$ cat src/rtl/riscv_pkg.sv
`default_nettype none
// ============================================================================
// Module   : riscv_pkg
// Brief    : Shared RV32I core types and constants (word width, NOP encoding,
//            fetch queue entry layout).
// Revision : 1.0 - initial release
// ============================================================================
package riscv_pkg;

    localparam int XLEN = 32;

    // ADDI x0, x0, 0 - what decode sees while nothing has been fetched
    localparam logic [XLEN-1:0] NOP_INSTR = 32'h0000_0013;

    typedef struct packed {
        logic [XLEN-1:0] instr;
        logic [XLEN-1:0] pc;
    } fetch_entry_t;

endpackage
`default_nettype wire

$ cat src/rtl/fetch_fifo.sv
`default_nettype none
// ============================================================================
// Module   : fetch_fifo
// Brief    : Synchronous FIFO of fetch entries with flush, push, pop and an
//            occupancy count. The head entry is read combinationally.
// Revision : 1.0 - initial release
// ============================================================================
module fetch_fifo
    import riscv_pkg::*;
#(
    parameter int DEPTH = 4
) (
    input  logic                     clk,
    input  logic                     rst,
    input  logic                     i_flush,
    input  logic                     i_push,
    input  fetch_entry_t             i_push_data,
    input  logic                     i_pop,
    output fetch_entry_t             o_head,
    output logic [$clog2(DEPTH):0]   o_count
);

    localparam int c_aw = $clog2(DEPTH);
    localparam int c_cw = $clog2(DEPTH) + 1;

    fetch_entry_t      r_mem [DEPTH];
    logic [c_aw-1:0]   r_wptr;
    logic [c_aw-1:0]   r_rptr;
    logic [c_cw-1:0]   r_count;

    // Pointer and occupancy bookkeeping; flush discards everything queued.
    always_ff @(posedge clk) begin
        if (rst || i_flush) begin
            r_wptr  <= '0;
            r_rptr  <= '0;
            r_count <= '0;
        end else begin
            if (i_push) r_wptr <= r_wptr + c_aw'(1);
            if (i_pop)  r_rptr <= r_rptr + c_aw'(1);
            r_count <= r_count + c_cw'(i_push) - c_cw'(i_pop);
        end
    end

    // Entry storage; data needs no reset because count gates visibility.
    always_ff @(posedge clk) begin
        if (i_push && !i_flush) r_mem[r_wptr] <= i_push_data;
    end

    assign o_head  = r_mem[r_rptr];
    assign o_count = r_count;

endmodule
`default_nettype wire

$ cat src/rtl/fetch_stage.sv
`default_nettype none
// ============================================================================
// Module   : fetch_stage
// Brief    : RV32I instruction fetch. Owns the PC, issues in-order requests
//            over req/gnt/rvalid, buffers returned words for decode and
//            discards responses made stale by execute redirects.
// Revision : 1.0 - initial release
// ============================================================================
module fetch_stage
    import riscv_pkg::*;
#(
    parameter logic [31:0] RESET_PC = 32'h0000_0000,
    parameter int          DEPTH    = 4
) (
    input  logic        clk,
    input  logic        rst,
    output logic        imem_req,
    output logic [31:0] imem_addr,
    input  logic        imem_gnt,
    input  logic        imem_rvalid,
    input  logic [31:0] imem_rdata,
    input  logic        redirect_valid,
    input  logic [31:0] redirect_pc,
    output logic        id_valid,
    input  logic        id_ready,
    output logic [31:0] id_instr,
    output logic [31:0] id_pc
);

    localparam int              c_aw    = $clog2(DEPTH);
    localparam int              c_cw    = $clog2(DEPTH) + 1;
    localparam logic [c_cw:0]   c_depth = (c_cw + 1)'(DEPTH);

    logic [XLEN-1:0]  r_pc;
    logic [c_cw-1:0]  r_outstanding;
    logic [c_cw-1:0]  r_drop_cnt;
    logic [XLEN-1:0]  r_pcq [DEPTH];
    logic [c_aw-1:0]  r_pcq_wptr;
    logic [c_aw-1:0]  r_pcq_rptr;

    logic [c_cw-1:0]  w_count;
    logic [c_cw:0]    w_credit;
    logic             w_grant;
    logic             w_rsp;
    logic             w_stale;
    logic             w_push;
    logic             w_pop;
    fetch_entry_t     w_push_data;
    fetch_entry_t     w_head;
    logic             w_unused;

    // Credit counts every slot a request could still land in, so the FIFO
    // can never overflow; only registered state feeds it.
    assign w_credit  = {1'b0, r_outstanding} + {1'b0, w_count};
    assign imem_req  = !rst && !redirect_valid && (w_credit < c_depth);
    assign imem_addr = r_pc;
    assign w_grant   = imem_req && imem_gnt;

    // A response with nothing outstanding (e.g. just after reset) is ignored.
    assign w_rsp     = imem_rvalid && (r_outstanding != '0);
    assign w_stale   = w_rsp && (r_drop_cnt != '0);
    assign w_push    = w_rsp && !w_stale && !redirect_valid;
    assign w_pop     = id_valid && id_ready && !redirect_valid;

    assign w_push_data = '{instr: imem_rdata, pc: r_pcq[r_pcq_rptr]};

    // The low bits of a redirect target are forced to word alignment.
    assign w_unused = ^redirect_pc[1:0];

    // PC, in-flight accounting and PC-queue pointers.
    always_ff @(posedge clk) begin
        if (rst) begin
            r_pc          <= RESET_PC;
            r_outstanding <= '0;
            r_drop_cnt    <= '0;
            r_pcq_wptr    <= '0;
            r_pcq_rptr    <= '0;
        end else begin
            r_outstanding <= r_outstanding + c_cw'(w_grant) - c_cw'(w_rsp);
            if (redirect_valid) begin
                r_pc       <= {redirect_pc[31:2], 2'b00};
                // Everything still in flight after this cycle is stale,
                // including responses already marked for dropping by an
                // earlier redirect, so the new drop count is simply what
                // remains outstanding.
                r_drop_cnt <= r_outstanding - c_cw'(w_rsp);
                r_pcq_wptr <= '0;
                r_pcq_rptr <= '0;
            end else begin
                if (w_grant) begin
                    r_pc       <= r_pc + 32'd4;
                    r_pcq_wptr <= r_pcq_wptr + c_aw'(1);
                end
                if (w_stale) r_drop_cnt <= r_drop_cnt - c_cw'(1);
                if (w_push)  r_pcq_rptr <= r_pcq_rptr + c_aw'(1);
            end
        end
    end

    // Remember the PC of each granted request until its data returns.
    always_ff @(posedge clk) begin
        if (w_grant) r_pcq[r_pcq_wptr] <= r_pc;
    end

    fetch_fifo #(
        .DEPTH (DEPTH)
    ) u_fifo (
        .clk         (clk),
        .rst         (rst),
        .i_flush     (redirect_valid),
        .i_push      (w_push),
        .i_push_data (w_push_data),
        .i_pop       (w_pop),
        .o_head      (w_head),
        .o_count     (w_count)
    );

    assign id_valid = (w_count != '0);
    assign id_instr = id_valid ? w_head.instr : NOP_INSTR;
    assign id_pc    = id_valid ? w_head.pc    : '0;

    // A response with nothing outstanding means the memory broke the handshake.
    a_rvalid_has_owner: assert property (@(posedge clk) disable iff (rst)
        imem_rvalid |-> (r_outstanding != '0));

endmodule
`default_nettype wire

$ cat config.mk
export PLATFORM = sky130hd
export DESIGN_NAME = fetch_stage
export DESIGN_NICKNAME = d
export VERILOG_FILES = /design/src/rtl/riscv_pkg.sv /design/src/rtl/fetch_fifo.sv /design/src/rtl/fetch_stage.sv
export SDC_FILE = /design/constraint.sdc
export NUM_CORES = 1
export LEC_CHECK = 0
export CAP_MARGIN = 20
export CORE_UTILIZATION = 55
export CTS_BUF_LIST = sky130_fd_sc_hd__clkbuf_8
export CTS_CLUSTER_DIAMETER = 150
export DETAILED_ROUTE_END_ITERATION = 8
export PLACE_DENSITY = 0.9
export SLEW_MARGIN = 20
export SYNTH_ARGS = -nofsm -noshare
export SYNTH_HDL_FRONTEND = slang
export SYNTH_SLANG_ARGS = --single-unit
export TNS_END_PERCENT = 1
$ cat constraint.sdc
create_clock -name clk -period 3.6 [get_ports clk]
set_input_delay 0.72 -clock clk [delete_from_list [all_inputs] [get_ports clk]]
set_output_delay 0.72 -clock clk [all_outputs]
set_load 0.01 [all_outputs]
---- Word level (Yosys, flattened, before mapping) ----
Memory sizes are Yosys's and may differ from the RTL's. A register that Yosys moved wholly into a read port is not among the register bits.
Index checks and enable logic that the tools add are counted.
word-level totals
  register bits ........................... 49
  RAM bits ................................ 384
  input port bits ......................... 70
  output and inout bits ................... 98
  logic and storage cells ................. 58
  memories ................................ 2
memories
  name          words  bits a word  read ports  clocked after Yosys merged registers in  write ports  line               source
  u_fifo.r_mem  4      64           1           1                                        1            fetch_fifo.sv:26   fetch_entry_t r_mem [DEPTH];
  r_pcq         4      32           1           1                                        1            fetch_stage.sv:37  logic [XLEN-1:0] r_pcq [DEPTH];
operators by class
  add/sub/neg operators ................... 12
  order comparisons ....................... 1
  muxes and demuxes ....................... 14
  reductions and logical operators ........ 20
operator list
  operator                                            count
  two-way mux 32 bit                                  4
  adder 32 x 3 -> 32 bit, second input constant       1
  logical AND 1 bit                                   10
  nonzero test 3 bit                                  3
  subtractor 3 x 1 -> 3 bit                           3
  adder 2 x 1 -> 2 bit, second input constant         4
  two-way mux 2 bit                                   4
  adder 3 x 1 -> 3 bit                                2
  two-way mux 3 bit                                   2
  adder 3 x 3 -> 4 bit                                1
  < comparator 4 x 3 -> 1 bit, second input constant  1
  two-way mux 1 bit                                   4
  nonzero test 2 bit                                  2
  zero test 1 bit                                     3
  subtractor 3 x 1 -> 3 bit, second input constant    1
  OR reduction 2 bit                                  1
  logical OR 1 bit                                    1

---- Depth between registers and ports, before layout ----
  word-level depth ........................ 9
  depth in mapped cells ................... 12
  gate-level depth less buffers ........... 11

---- Modules after synthesis ----
A second synthesis with hierarchy kept.
second synthesis, totals
  cell total of the unflattened synthesis .. 920
  area total of the unflattened synthesis .. 17,007.6 um^2
modules (own cells, without submodules)
  module       times used  cells each  area each (um^2)  seq. area each (um^2)
  fetch_fifo   1           379         9,756.9           7,867.5
  fetch_stage  1           541         7,250.7           4,444.3

---- Worst setup path after synthesis ----
Ideal clock, no wire load.
  path type ............................... input -> register
  start ................................... input port imem_rvalid
  end ..................................... memory u_fifo.r_mem[1][10] in the netlist's numbering (enable)
  setup time .............................. 426 ps
  arrival time ............................ 2,867 ps
  data required time ...................... 3,174 ps
  slack ................................... 306 ps
  stages .................................. 3
  path buffers ............................ 0
  cells stage by stage .................... o31a_1 > nor3b_2 > and2_1
between the ends
  cells in the longest elaborated chain, start to end .. 8
RTL lines
  item                                       line               source
  start: declaration                         fetch_stage.sv:20  input logic imem_rvalid,
  logical AND 1 bit *                        fetch_stage.sv:60  assign w_rsp = imem_rvalid && (r_outstanding != '0);
  logical AND 1 bit                          fetch_stage.sv:61  assign w_stale = w_rsp && (r_drop_cnt != '0);
  zero test 1 bit                            fetch_stage.sv:62  assign w_push = w_rsp && !w_stale && !redirect_valid;
  logical AND 1 bit * (2 in a row)           fetch_stage.sv:62
  logical AND 1 bit *                        fetch_fifo.sv:46   if (i_push && !i_flush) r_mem[r_wptr] <= i_push_data;
  two-way mux 1 bit *                        fetch_fifo.sv:46
  two-way mux 1 bit (not written as such) *  fetch_fifo.sv:46
  end: declaration                           fetch_fifo.sv:26
Mark *: on every way between the ends. The rest lies on a longest branch, timed or not.

---- Final worst setup path ----
  start ................................... register u_fifo.r_count[1] (netlist: u_fifo.o_count[1])
  end ..................................... output port imem_req
between the ends
  cells in the longest elaborated chain, start to end .. 3
RTL lines
  item                         line               source
  start: declaration           fetch_fifo.sv:29   logic [c_cw-1:0] r_count;
  start signal: assignment     fetch_fifo.sv:40   r_count <= r_count + c_cw'(i_push) - c_cw'(i_pop);
  adder 3 x 3 -> 4 bit         fetch_stage.sv:54  assign w_credit = {1'b0, r_outstanding} + {1'b0, w_count};
  < comparator 4 x 3 -> 1 bit  fetch_stage.sv:55  assign imem_req = !rst && !redirect_valid && (w_credit < c_depth);
  logical AND 1 bit            fetch_stage.sv:55
  end: declaration             fetch_stage.sv:17  output logic imem_req,
No other way between the ends.

==> out/results.ini <==
[global_route]
grt_pass1_wl_mm=50.8
grt.total_usage_pct=21.7
grt_overflow_total=0
antenna_found_initial=0
grt_max_degree=65
grt_pass1_vias=9587

[layout]
diodes=0
multi_input_area_mm2=0.00425
areaGrowthSynthToFinish_pct=21.4
regArea_mm2=0.0121
fin_util_pct=67.9
layout-drive-gt1-share_pct=19.7
layout.nets=1219
num-fill-cells=1913

[detailed_routing]
wl_met1_mm=13.2
dr.max_layer_used=met4
wl_met2_mm=16.1
ant_nets=0
wl_mm=32.4
wl_met3_mm=2.27
via_count=9030
wl_per_cell_um=20.7
first_pass_iters=5
vias_per_cell=5.76
drtIter0Drc=757
drc_errors=0

[worst_setup_path]
cp.required_ns=2.88
rr_startpoint=r_outstanding[2]
critPathCaptureType=primary output
worstSetupStartpoint=u_fifo.o_count[1]
path_class=reg2out
cp-start-kind=register
crit_fanout=8
arrival_ns=2.55

[synthesis]
ys_seq_area_share_pct=72.9
synth_cell_types=59
syn_inst=905
synth_ff_type=edfxtp_1
synth_fa_ha_area_share_pct=1.68
synth.area.top_cells=edfxtp_1 (67%), mux4_2 (13%), dfxtp_1 (6.2%)
netlist.area_leader.share_pct=66.7
syn_area_mm2=0.0166
ys_ff_latch=419
synthMuxAreaShare_pct=13.0
yosys.area.top_type=edfxtp_1
synth-simple-area-share_pct=7.22
yosys_warnings=0
synth_top_family_by_area=multiplexers
async_flop_share_pct=0
synth_compound_area_share_pct=2.64
synth_edf_count=368
synthXorXnorAreaFrac_pct=0.899
syn-mean-instance-area_um2=18.3

[timing]
maxSlewViolCount=0
slew_headroom_pct=36.0
hold_violations=0
timing.final.ws_setup_ns=0.328
grt_setup_unrepaired=false
tightest_slew_ns=0.951
finalSetupViolations=0
tns_ns=0
fin_skew_ns=0.0276
final.period_utilization_pct=90.9
fmax_ghz=0.306
finalCriticalPeriod_ns=3.27

[clocking]
htreeDepth=3
cts_inserted_buffers=66
cts_tree=built
clock_path_buffers=3
cts_root_buf=clkbuf_8
clk_latency_ns=0.56
clock-sinks=419
cts-resized-gates=0
clkTransAtPathRegs_ns=0.06

[flow_run]
maxCapViolCount=0

[place]
io_buffers=161
globalplace.congestion=0.877
post-place-ws_ns=0.268
post-dp-hpwl_mm=20.1

[floorplanning]
die_h_um=176
core_mm2=0.0296
dieArea_mm2=0.0308
rows=63
initial_core_util_pct=55.9
ios=168
die_w_um=176

[min_path]
hp-class=reg2reg
min_from=r_pcq_wptr[1]

[pwr]
powerDensity_mw_per_mm2=504
peakVddDrop_v=0.000258
p_leak_nw=6.48

[run_status]
status=finished clean

[cells in the mapped netlist, drive strengths merged (14+ instances only)]
cell / instances
edfxtp: 368
mux4: 92
nor2b: 61
dfxtp: 51
nand2: 39
nor2: 38
clkbuf: 23
inv: 22
buf: 21
nand3: 21
ha: 19
o21ai: 15
and2: 14
[cell usage in the layout (no fill, tap or decap), types with 24 or more instances in the layout]
cell type and n:
buf_4 24, clkbuf_8 72, clkdlybuf4s50_1 161, dfxtp_1 48, edfxtp_1 368, inv_1 44
mux4_2 92, nand2_1 39, nor2_1 37, nor2b_1 61
[layer usage]
metal | vias to the layer above | GRT usage [%]
li1 | 4043 | -
met1 | 4514 | 28.4
met2 | 405 | 36.1
met3 | 68 | 4.50
met4 | 0 | 8.15
met5 | - | 0
[final cells by class]
cell class | count | share of cell area [%]
Tap cell | 390 | 2.43
Clock buffer | 72 | 4.93
Multi-Input combinational cell | 423 | 21.1
Clock inverter | 45 | 1.06
Sequential cell | 419 | 60.1
Timing Repair Buffer | 196 | 10.0
Inverter | 22 | 0.411
[critical path, cell delays in order (launching register included)]
cell and delay (ns):
dfxtp_1 0.44, ha_1 0.27, a311o_1 0.45, nor3_1 0.25, clkdlybuf4s50_1 0.57
[worst paths after layout]
path | end | slack [ns] | cells after the start
max reg2reg | r_outstanding[2] | 0.73 | 11
max | imem_req | 0.33 | 4
min reg2reg | r_pcq_wptr[1] | 0.51 | 2
min | r_pcq_wptr[1] | 0.51 | 2
[logic make-up after synthesis]
kind of cell,after synthesis
flops,419
simple gates,218
compound gates,63
xor+xnor,17
other cells,1
buf+inv,66
mux,100
fa+ha+maj,21
[sequential cells by signal, summed over array words and instances (netlist names), named ones only]
name            cells
u_fifo.r_mem      248
r_pcq             120
imem_addr          30
r_drop_cnt          3
r_outstanding       3
u_fifo.o_count      3
r_pcq_rptr          2
r_pcq_wptr          2
u_fifo.r_rptr       2
u_fifo.r_wptr       2
[per-stage QoR]
stage          instances  power, mW  cell area (um2)  hold WS [ns]
2_1_floorplan        908       6.17            16600         0.469
3_3_place_gp        1445       6.55            18900         0.486
3_5_place_dp        1445       6.59            18900         0.508
4_1_cts             1562       10.2            20100         0.517
5_1_grt             1567       10.5            20100         0.526
6_report            1567       10.1            20100         0.514
[report_power, final]
part           leakage, nW  internal, mW  switching, mW
clock network        0.696          1.91           1.73
registers             3.75          5.47          0.120
logic                 2.03         0.466          0.435
total                 6.48          7.85           2.29
[what timing repair did]
action,in CTS,in global routing
setup endpoints to repair,0,1
buffers inserted,0,5
hold buffers,0,0
Power figures use the tool's default switching activity.
